--- src/rtl/playback_engine.sv ---
// playback_engine
// Plays SLOTS-slot words from an upstream FIFO onto a single-bit drive output,
// one slot per rising edge of play_tick. Supports a repeat count, loop mode,
// pause (enable low), abort and a sticky underflow flag.
//
// Ports:
//   clk, reset      system clock, synchronous active-high reset
//   enable          arm/run; low pauses PLAY or re-arms from DONE
//   abort           abandon playback, return to IDLE
//   mode_loop       replay indefinitely, request_num ignored
//   request_num     number of words to play
//   word_valid      FIFO head word available
//   word_data       slot i = word_data[2i+1:2i] = {enable,out}
//   word_ready      pop pulse, asserted in the same cycle the word is taken
//   play_tick       playback clock level; rising edge advances one slot
//   d_out/d_enable  current slot of the shadow word while playing
//   busy            WAIT_WORD or PLAY
//   complete        DONE
//   underflow       sticky; a word was needed but none was available
//   req_count       words fully played since start
module playback_engine #(
    parameter int unsigned SLOTS = 16,
    parameter int unsigned REQ_W = 16
) (
    input  logic                 clk,
    input  logic                 reset,
    input  logic                 enable,
    input  logic                 abort,
    input  logic                 mode_loop,
    input  logic [REQ_W-1:0]     request_num,
    input  logic                 word_valid,
    input  logic [2*SLOTS-1:0]   word_data,
    output logic                 word_ready,
    input  logic                 play_tick,
    output logic                 d_out,
    output logic                 d_enable,
    output logic                 busy,
    output logic                 complete,
    output logic                 underflow,
    output logic [REQ_W-1:0]     req_count
);

    localparam int unsigned SLOT_W = $clog2(SLOTS);

    typedef enum logic [1:0] {
        IDLE      = 2'd0,
        WAIT_WORD = 2'd1,
        PLAY      = 2'd2,
        DONE      = 2'd3
    } state_t;

    state_t                 state;
    logic [SLOTS-1:0][1:0]  shadowWord;
    logic [SLOT_W-1:0]      slotIdx;
    logic                   tickQ;
    logic                   fromPlay;   // WAIT_WORD was entered from a starved PLAY

    logic                   tick;
    logic                   lastSlot;
    logic                   wordDone;
    logic                   reqMet;
    logic [REQ_W:0]         nextCount;
    logic [1:0]             curSlot;

    // Rising-edge detect of the playback clock
    assign tick      = play_tick & ~tickQ;

    assign lastSlot  = (slotIdx == SLOT_W'(SLOTS - 1));
    assign wordDone  = (state == PLAY) && tick && enable && lastSlot;
    assign nextCount = {1'b0, req_count} + (REQ_W + 1)'(1);
    // Compared one bit wider so an all-ones request cannot wrap
    assign reqMet    = !mode_loop && (nextCount >= {1'b0, request_num});

    // Pop only in the cycle the word is actually latched; never on abort/reset
    assign word_ready = !reset && !abort && word_valid &&
                        ((state == WAIT_WORD) || (wordDone && !reqMet));

    assign curSlot   = shadowWord[slotIdx];
    assign d_enable  = (state == PLAY) && curSlot[1];
    assign d_out     = (state == PLAY) && curSlot[0];
    assign busy      = (state == WAIT_WORD) || (state == PLAY);
    assign complete  = (state == DONE);

    // Playback FSM and datapath
    always_ff @(posedge clk) begin
        if (reset) begin
            state      <= IDLE;
            slotIdx    <= '0;
            shadowWord <= '0;
            req_count  <= '0;
            underflow  <= 1'b0;
            tickQ      <= 1'b0;
            fromPlay   <= 1'b0;
        end else begin
            tickQ <= play_tick;
            if (abort) begin
                state <= IDLE;
            end else begin
                case (state)
                    IDLE: begin
                        if (enable) begin
                            req_count <= '0;
                            underflow <= 1'b0;
                            fromPlay  <= 1'b0;
                            if (!mode_loop && (request_num == '0)) begin
                                state <= DONE;
                            end else begin
                                state <= WAIT_WORD;
                            end
                        end
                    end
                    WAIT_WORD: begin
                        if (tick && fromPlay) begin
                            underflow <= 1'b1;
                        end
                        if (word_valid) begin
                            shadowWord <= word_data;
                            slotIdx    <= '0;
                            fromPlay   <= 1'b0;
                            state      <= PLAY;
                        end
                    end
                    PLAY: begin
                        if (tick && enable) begin
                            if (!lastSlot) begin
                                slotIdx <= slotIdx + SLOT_W'(1);
                            end else begin
                                if (mode_loop) begin
                                    req_count <= '0;
                                end else if (req_count != {REQ_W{1'b1}}) begin
                                    req_count <= req_count + REQ_W'(1);
                                end
                                if (reqMet) begin
                                    state <= DONE;
                                end else if (word_valid) begin
                                    shadowWord <= word_data;
                                    slotIdx    <= '0;
                                end else begin
                                    state     <= WAIT_WORD;
                                    underflow <= 1'b1;
                                    fromPlay  <= 1'b1;
                                end
                            end
                        end
                    end
                    DONE: begin
                        if (!enable) begin
                            state <= IDLE;
                        end
                    end
                    default: state <= IDLE;
                endcase
            end
        end
    end

endmodule

--- config.mk ---
export PLATFORM = sky130hd
export DESIGN_NAME = playback_engine
export DESIGN_NICKNAME = d
export VERILOG_FILES = /design/src/rtl/playback_engine.sv
export SDC_FILE = /design/constraint.sdc
export NUM_CORES = 1
export LEC_CHECK = 0
export ABC_CLOCK_PERIOD_IN_PS = 3900
export BUFFER_PORTS_ARGS = -buffer_cell sky130_fd_sc_hd__buf_2
export CAP_MARGIN = 20
export CORE_ASPECT_RATIO = 1.25
export CORE_MARGIN = 1
export CORE_UTILIZATION = 57
export CTS_BUF_LIST = sky130_fd_sc_hd__clkbuf_4
export CTS_CLUSTER_DIAMETER = 80
export CTS_CLUSTER_SIZE = 16
export DETAILED_ROUTE_END_ITERATION = 8
export PLACE_DENSITY = 0.87
export RECOVER_POWER = 100
export SYNTH_ARGS = -nofsm -noshare
export SYNTH_HDL_FRONTEND = slang
export SYNTH_SLANG_ARGS = --single-unit
export TNS_END_PERCENT = 30
--- constraint.sdc ---
create_clock -name clk -period 3.9 [get_ports clk]
set_input_delay 0.195 -clock clk [delete_from_list [all_inputs] [get_ports clk]]
set_output_delay 0.195 -clock clk [all_outputs]
set_load 0.05 [all_outputs]
After elaboration in Yosys (flattened, before gate mapping):

Index checks and enable logic that the tools add are counted.

* output and inout port bits: 22
* register bits after elaboration: 57
* word-level logic and storage cells: 113
* input port bits: 55

* bitwise operators: 3
* reductions and logical operators: 31
* $add $sub $neg: 3
* multiplexer cells: 36
* magnitude comparators: 2
* equal/unequal tests: 16

Operators by type and width (number)
* 2-to-1 mux 32 bit: 4
* 2-to-1 mux 16 bit: 5
* case mux 32 bit (2 select lines): 1
* case mux 16 bit (2 select lines): 1
* 2-to-1 mux 2 bit: 9
* adder 16 x 1 -> 17 bit, second input constant: 1
* greater-or-equal comparator 17 x 16 -> 1 bit: 1
* adder 16 x 1 -> 16 bit, second input constant: 1
* zero test 16 bit: 1
* 2-to-1 mux 4 bit: 4
* != test 16 bit, second input constant: 1
* AND reduction 8 bit: 2
* logical AND 1 bit: 13
* != test 2 bit, second input constant: 6
* AND reduction 6 bit: 2
* binary-select mux 2 bit (select 4 bit): 1
* case mux 2 bit (4 select lines): 1
* case mux 4 bit (2 select lines): 1
* 2-to-1 mux 1 bit: 7
* != test 3 bit, second input constant: 2
* case mux 1 bit (3 select lines): 2
* < comparator 4 x 5 -> 1 bit, second input constant: 1
* AND reduction 5 bit: 1
* adder 4 x 1 -> 4 bit, second input constant: 1
* 14 further kinds: 22

Depth between registers and ports, before layout:

Gate-level depths: netlist of run 1.

* depth after elaboration: 8
* depth in mapped cells: 15
* depth with buffers taken out: 13

Worst setup path before layout of run 1:

OpenSTA, ideal clock, no wires.

* path kind: reg-to-output
* start point: register req_count[5]
* end point: output port word_ready
* slack: -0.555 ns
* required time: 3.705 ns
* buffers on the path: 1
* arrival time: 4.260 ns
* cell stages (with the launch flop): 14
* path through: dfxtp_1 clkbuf_1 and2_1 nand4_1 or2_2 nor2_1 xor2_1 ha_1 nand3_1 nor3_1 a21boi_0 o21bai_1 a31oi_1 nor4_1

* word-level cells in the longest chain between the ends: 7

RTL lines
* from (decl): line 40 `output logic [REQ_W-1:0] req_count`
* from (signal assigned): line 131 `req_count <= req_count + REQ_W'(1);`
* adder 16 x 1 -> 17 bit: line 70 `assign nextCount = {1'b0, req_count} + (REQ_W + 1)'(1);`
* greater-or-equal comparator 17 x 16 -> 1 bit: line 72 `assign reqMet = !mode_loop && (nextCount >= {1'b0, request_num});`
* logical AND 1 bit: line 72
* zero test 1 bit: line 76 `((state == WAIT_WORD) || (wordDone && !reqMet));`
* logical AND 1 bit: line 76
* logical OR 1 bit: line 76
* logical AND 1 bit: line 75 `assign word_ready = !reset && !abort && word_valid &&`
* to (decl): line 33 `output logic word_ready,`

Every way passes these cells.

Worst setup path in the final report of run 1:

* start point: register req_count[0]
* end point: output port word_ready

Same word-level chain as after synthesis.

==> flow_metrics.env, run 1 <==
export IMPL_grt_pass1_vias=3017
export IMPL_cp_cell_sequence="and3_1 -> nand4_1 -> or2_2 -> nor2_1 -> xor2_1 -> ha_1 -> nand3_1 -> nor3_2 -> a21boi_2 -> o21bai_1 -> a31oi_1 -> nor4_2 -> buf_4"
export IMPL_required_ns=3.70
export IMPL_synth_top_flop_cell="dfxtp_1"
export IMPL_finalSetupViolCount=0
export IMPL_drt_iter0_drc=302
export IMPL_clock_sinks=57
export IMPL_synth_area_leaders="dfxtp_1 (32%), mux2i_1 (9.4%), ha_1 (7.8%)"
export IMPL_maxSlewHeadroom=0.0922
export IMPL_pre_cts_ws_ns=0.369
export IMPL_ys_types=52
export IMPL_synth_top_area_frac=0.324
export IMPL_synth_seq_cells=57
export IMPL_grt_overflow_total=0
export IMPL_regArea_mm2=0.00114
export IMPL_finalWorstSetupSlack_ns=0.264
export IMPL_hp_class="primary input to flip-flop"
export IMPL_drive_gt1_frac=0.220
export IMPL_die_area_mm2=0.00650
export IMPL_multiInputGateArea_mm2=0.00217
export IMPL_syn_inst=388
export IMPL_cp_end_kind="output port"
export IMPL_grt_use_total=0.260
export IMPL_clk_pin_slew_ns=0.10
export IMPL_initial_core_util=0.597
export IMPL_p_total_w=0.00121
export IMPL_routedWlPerCell_um=14.9
export IMPL_critPathSlowestCell="dfxtp_1"
export IMPL_critPathKind="flip-flop to output port"
export IMPL_io_pins=77
export IMPL_drv_slew=0
export IMPL_status="complete, no violations"
export IMPL_die_h_um=89.9
export IMPL_gp_congestion=0.868
export IMPL_cp_top_family="simple AND/OR/NAND/NOR gates"
export IMPL_synth_edf_count=0
export IMPL_place_port_buffers=76
export IMPL_finalWirelength_um=8130
export IMPL_yosysTopAreaCell="dfxtp_1"
export IMPL_drc=0
export IMPL_antenna_found_initial=0
export IMPL_diodes=0
export IMPL_async_flop_share=0
export IMPL_firstDrtPassIters=5
export IMPL_h_tree_depth=3
export IMPL_max_cap_violations=0
export IMPL_netlist_area_mm2=0.00352
export IMPL_tritoncts="built"
export IMPL_cts_made_buffers=9
export IMPL_powerDensity_mw_per_mm2=301
export IMPL_grt_max_degree=59
export IMPL_power_leakage_nw=1.64
export IMPL_hpwl_um=5910
export IMPL_clk_latency_ns=0.39
export IMPL_die_w_um=72.3
export IMPL_ctsLongestPathBuffers=2
export IMPL_critPathBufInv=1
export IMPL_synth_area_per_cell_um2=9.08
export IMPL_postRouteAntennaNets=0
export IMPL_cts_root_buffer="clkbuf_4"
export IMPL_critPathMaxFanout=7
export IMPL_placementRows=31
export IMPL_clock_skew_final_ns=0.0133
export IMPL_setup_tns_final_ns=0
export IMPL_worst_pin_slew_ns=1.36
export IMPL_slowest_delay_ns=0.45
export IMPL_max_freq_mhz=275
export IMPL_fin_crit_sh=0.932
export IMPL_hold_viol=0
export IMPL_grt_setup_unrepaired="no"
export IMPL_period_minus_slack_ns=3.64
export IMPL_grt_pass1_wl_um=13400
export IMPL_syn_num_nets=465
export IMPL_synth_most_common_cell="nor2_1"
export IMPL_dr_total_vias=3148
export IMPL_startpoint_type="flip-flop"
export IMPL_reg2reg_slack_ns=0.45
export IMPL_syn2layout_area_growth_pct=14.0
export IMPL_vias_per_cell=5.77
export IMPL_yosys_warnings=0
export IMPL_fill_cells=493
export IMPL_fp_coreArea_mm2=0.00590
export IMPL_synthTopCellsByCount="nor2_1 (61), dfxtp_1 (57), mux2i_1 (33)"
export IMPL_ys_seq_area_frac=0.324
export IMPL_ir_drop_mv=0.271
export IMPL_arrival_ns=3.44
export IMPL_nets=536
tightest hold or removal path: stages:
cell and delay (ns):
buf_2 0.07, mux2i_1 0.05, nor2_1 0.07
state kept, by name, indices dropped and copies added, names as in the netlist:
signal / count
tickQ: 1
state: 2
shadowWord: 32
fromPlay: 1
underflow: 1
req_count: 16
slotIdx: 4
report_power, final:
group	total [W]	switching [W]	internal, W
registers	0.000611	0.0000129	0.000598
clock network	0.000409	0.000221	0.000188
logic	0.000189	0.000107	0.0000816
total	0.00121	0.000341	0.000867
final cells by class:
cell class,count,share of cell area
well taps,82,0.0255
repair buffers,80,0.0988
inverters,19,0.0178
clock buffers,9,0.0168
clock inverters,7,0.0153
multi-input cells,292,0.541
flip-flops and latches,57,0.285
metal layers:
metal	wire, um	GRT usage
met5	0	0
met4	136	0.118
met3	474	0.0460
met2	4120	0.428
met1	3400	0.325
stage by stage:
stage | utilization | cells | area (um^2) | hold slack [ns]
after floorplan | - | 388 | 3530 | 0.323
after global placement | 0.658 | 528 | 3880 | 0.427
after detailed placement | 0.658 | 528 | 3880 | 0.437
after CTS | 0.680 | 544 | 4010 | 0.0155
after global routing | 0.681 | 546 | 4020 | 0.0266
final | 0.681 | 546 | 4020 | 0.0435
cell families (layout without fill, tap and decap cells):
group	after synthesis	in the layout	share of synthesized area
AO/OA/AOI/OAI	67	67	0.129
XOR/XNOR	15	15	0.0373
adder cells (fa/ha/maj)	22	22	0.0782
buffers and inverters	39	115	0.0657
flip-flops	57	57	0.324
multiplexers	43	43	0.158
AND/OR/NAND/NOR	145	145	0.208
layout by cell type (no fill, tap or decap), types with 3 or more instances in the layout:
| cell type | synthesis | final |
|---|---|---|
| nor2_1 | 61 | 61 |
| clkbuf_1 | 7 | 21 |
| mux4_2 | 10 | 10 |
| a21oi_1 | 26 | 26 |
| nand3b_1 | 7 | 7 |
| a21o_1 | 6 | 6 |
| nand3_1 | 14 | 14 |
| a22oi_1 | 4 | 4 |
| nor2b_1 | 4 | 4 |
| dfxtp_1 | 57 | 55 |
| and2_1 | 6 | 5 |
| nand2b_1 | 4 | 4 |
| xor2_1 | 7 | 7 |
| buf_2 | 0 | 55 |
| nand2_1 | 16 | 16 |
| buf_4 | 5 | 3 |
| mux2i_1 | 33 | 33 |
| and3_1 | 4 | 4 |
| inv_1 | 19 | 19 |
| clkinv_1 | 0 | 3 |
| a32oi_1 | 3 | 3 |
| ha_1 | 22 | 21 |
| xnor2_1 | 8 | 8 |
| nand4_1 | 7 | 7 |
| or3_1 | 3 | 3 |
| nor3_1 | 5 | 3 |
| o21ai_0 | 8 | 8 |
| nor4_1 | 4 | 3 |
| clkbuf_4 | 0 | 9 |
repair_timing:
action / 4_1_cts / 5_1_grt
gates resized for setup: 1 / 9
pin swaps: 0 / 1
setup endpoints to repair: 1 / 1
hold buffers: 0 / 0
setup buffers: 0 / 2
final timing paths:
path             startpoint             end  cells after the start
min reg2reg  shadowWord[28]  shadowWord[28]                      2
max reg2reg    req_count[0]  shadowWord[16]                     14
max            req_count[0]      word_ready                     13
min            word_data[2]   shadowWord[2]                      3
(Power assumes the default switching activity.)
==> run 2, diff against run 1 <==
--- a/config.mk
+++ b/config.mk
@@ -5,6 +5,7 @@
 export SDC_FILE = /design/constraint.sdc
 export NUM_CORES = 1
 export LEC_CHECK = 0
+export ABC_AREA = 1
 export ABC_CLOCK_PERIOD_IN_PS = 3900
 export BUFFER_PORTS_ARGS = -buffer_cell sky130_fd_sc_hd__buf_2
 export CAP_MARGIN = 20
==> flow_metrics.env, run 2 <==
export IMPL_status="complete, no violations"
export IMPL_clk_latency_ns=0.43
export IMPL_synth_top_flop_cell="dfxtp_1"
export IMPL_ys_seq_area_frac=0.324
export IMPL_wl_met2_um=4430
export IMPL_critPathSlowestCell="dfxtp_1"
export IMPL_die_area_mm2=0.00651
export IMPL_slowest_delay_ns=0.42
export IMPL_critPathKind="flip-flop to output port"
export IMPL_reg_largest_list="shadowWord x32, req_count x16, slotIdx x4"
export IMPL_critPathMaxFanout=5
export IMPL_cp_end_kind="output port"
export IMPL_syn_inst=527
export IMPL_place_port_buffers=76
export IMPL_cts_root_buffer="clkbuf_4"
export IMPL_io_pins=77
export IMPL_worst_pin_slew_ns=0.895
export IMPL_antenna_found_initial=0
export IMPL_synth_edf_count=0
export IMPL_drive_gt1_frac=0.139
export IMPL_fp_coreArea_mm2=0.00590
export IMPL_powerDensity_mw_per_mm2=315
export IMPL_gp_congestion=0.911
export IMPL_cts_made_buffers=9
export IMPL_ys_types=36
export IMPL_clk_pin_slew_ns=0.12
export IMPL_pre_cts_ws_ns=0.546
export IMPL_synth_area_per_cell_um2=6.69
export IMPL_grt_setup_unrepaired="no"
export IMPL_maxSlewHeadroom=0.403
export IMPL_highest_layer="met4"
export IMPL_required_ns=3.70
export IMPL_arrival_ns=3.46
export IMPL_synth_most_common_cell="nor2_1"
export IMPL_hpwl_um=6450
export IMPL_dr_wl_met3_um=434
export IMPL_finalInstanceArea_mm2=0.00401
export IMPL_ctsLongestPathBuffers=2
export IMPL_vias_per_cell=5.30
export IMPL_synth_seq_cells=57
export IMPL_period_minus_slack_ns=3.65
export IMPL_async_flop_share=0
export IMPL_crit_path_frequent_cell="nor2_1"
export IMPL_firstDrtPassIters=5
export IMPL_grt_max_degree=37
export IMPL_synth_top_area_frac=0.324
export IMPL_yosysTopAreaCell="dfxtp_1"
export IMPL_clock_sinks=57
export IMPL_postRouteAntennaNets=0
export IMPL_power_leakage_nw=1.80
export IMPL_dp_cells=667
export IMPL_grt_overflow_total=0
export IMPL_startpoint_type="flip-flop"
export IMPL_grt_pass1_wl_um=14400
export IMPL_synthTopCellsByCount="nor2_1 (113), nand2_1 (84), inv_1 (58)"
export IMPL_finalWorstSetupSlack_ns=0.248
export IMPL_max_cap_violations=0
export IMPL_drt_iter0_drc=174
export IMPL_nets=675
export IMPL_p_total_w=0.00126
export IMPL_final_common_cell="nor2_1"
export IMPL_netlist_area_mm2=0.00353
export IMPL_grt_pass1_vias=3431
export IMPL_initial_core_util=0.598
export IMPL_max_freq_mhz=274
export IMPL_finalWirelength_um=8630
export IMPL_syn2layout_area_growth_pct=13.8
export IMPL_placed_cell_area_mm2=0.00390
export IMPL_hp_class="primary input to flip-flop"
export IMPL_dr_total_vias=3633
export IMPL_die_h_um=90.0
export IMPL_routedWlPerCell_um=12.6
export IMPL_h_tree_depth=3
export IMPL_finalSetupViolCount=0
export IMPL_drc=0
export IMPL_hold_viol=0
export IMPL_fin_crit_sh=0.936
export IMPL_wl_met1_um=3520
export IMPL_die_w_um=72.4
export IMPL_cp_cell_sequence="ha_1 -> nand2_2 -> nor2_2 -> nand2_2 -> nor2_1 -> nand2_1 -> nor2_1 -> xor2_1 -> ha_1 -> a21oi_1 -> nor2_1 -> nor2_1 -> nand3_2 -> nor2_1 -> nand2_2 -> nand2_1 -> a21oi_1 -> nor3_2 -> buf_2"
export IMPL_largest_reg_flops=32
export IMPL_synth_area_leaders="dfxtp_1 (32%), nor2_1 (12%), nand2_1 (8.9%)"
export IMPL_regMostFlops="shadowWord"
export IMPL_clock_skew_final_ns=0.0201
export IMPL_grt_use_total=0.278
export IMPL_syn_num_nets=604
export IMPL_stdcell_count=685
export IMPL_diodes=0
export IMPL_final_cell_mix="nor2_1 (115), nand2_1 (86), inv_1 (58)"
export IMPL_yosys_warnings=0
export IMPL_tritoncts="built"
export IMPL_setup_tns_final_ns=0
export IMPL_drv_slew=0
export IMPL_placementRows=31
export IMPL_ir_drop_mv=0.294
-- run 2: report_power, final --
group,switching [W],internal (W),total (W)
Combinational,0.000135,0.0000766,0.000212
Sequential,0.0000164,0.000606,0.000623
Clock,0.000235,0.000194,0.000429
Total,0.000387,0.000876,0.00126
-- run 2: cells by family after synthesis --
logic type                 share of synthesized area
and+or+nand+nor                                0.302
AOI/OAI and AO/OA                              0.160
buffers and inverters                          0.102
DFF                                            0.324
adders and majority gates                     0.0780
xor gates and xnor gates                      0.0348
-- run 2: worst paths after layout --
check	from	endpoint	slack, ns	depth (start not counted)
worst min register to register	underflow	underflow	0.48	2
worst min-delay path	word_data[4]	shadowWord[4]	0.003	3
worst max-delay path	req_count[1]	word_ready	0.25	19
worst max register to register	req_count[1]	shadowWord[9]	0.51	20
-- run 2: worst max-delay path: cells and delay by family, from the launching register on --
family	cells	cell delay [ns]
and+or+nand+nor	13	1.34
adders and majority gates	2	0.54
DFF	1	0.42
buffers and inverters	1	0.28
xor gates and xnor gates	1	0.21
AOI/OAI and AO/OA	2	0.24
-- run 2: metrics by stage --
stage | utilization | hold WS, ns
floorplan | - | 0.302
global placement | 0.662 | 0.421
CTS | 0.688 | 0.000577
detailed placement | 0.662 | 0.434
global route | 0.681 | 0.00571
finish | 0.681 | 0.00314
-- run 2: area by class of cell --
class | count | area, um^2
well taps | 82 | 103
flip-flops and latches | 57 | 1140
multi-input cells | 389 | 2010
fillers | 561 | 1880
inverters | 62 | 238
clock buffers | 9 | 67.6
clock inverters | 7 | 70.1
repair buffers | 79 | 380
-- run 2: routing by layer --
layer  up-vias  track usage
li1       1864            -
met1      1623        0.313
met2       123        0.488
met3        23       0.0482
met4         0        0.147
met5         -            0
-- run 2: repair_timing --
item                                   in CTS  in global routing
gates resized for setup                     0                  1
setup endpoints to repair                   0                  1
buffers inserted                            0                  0
endpoints found under the hold margin       2                  0
hold buffers                                2                  0
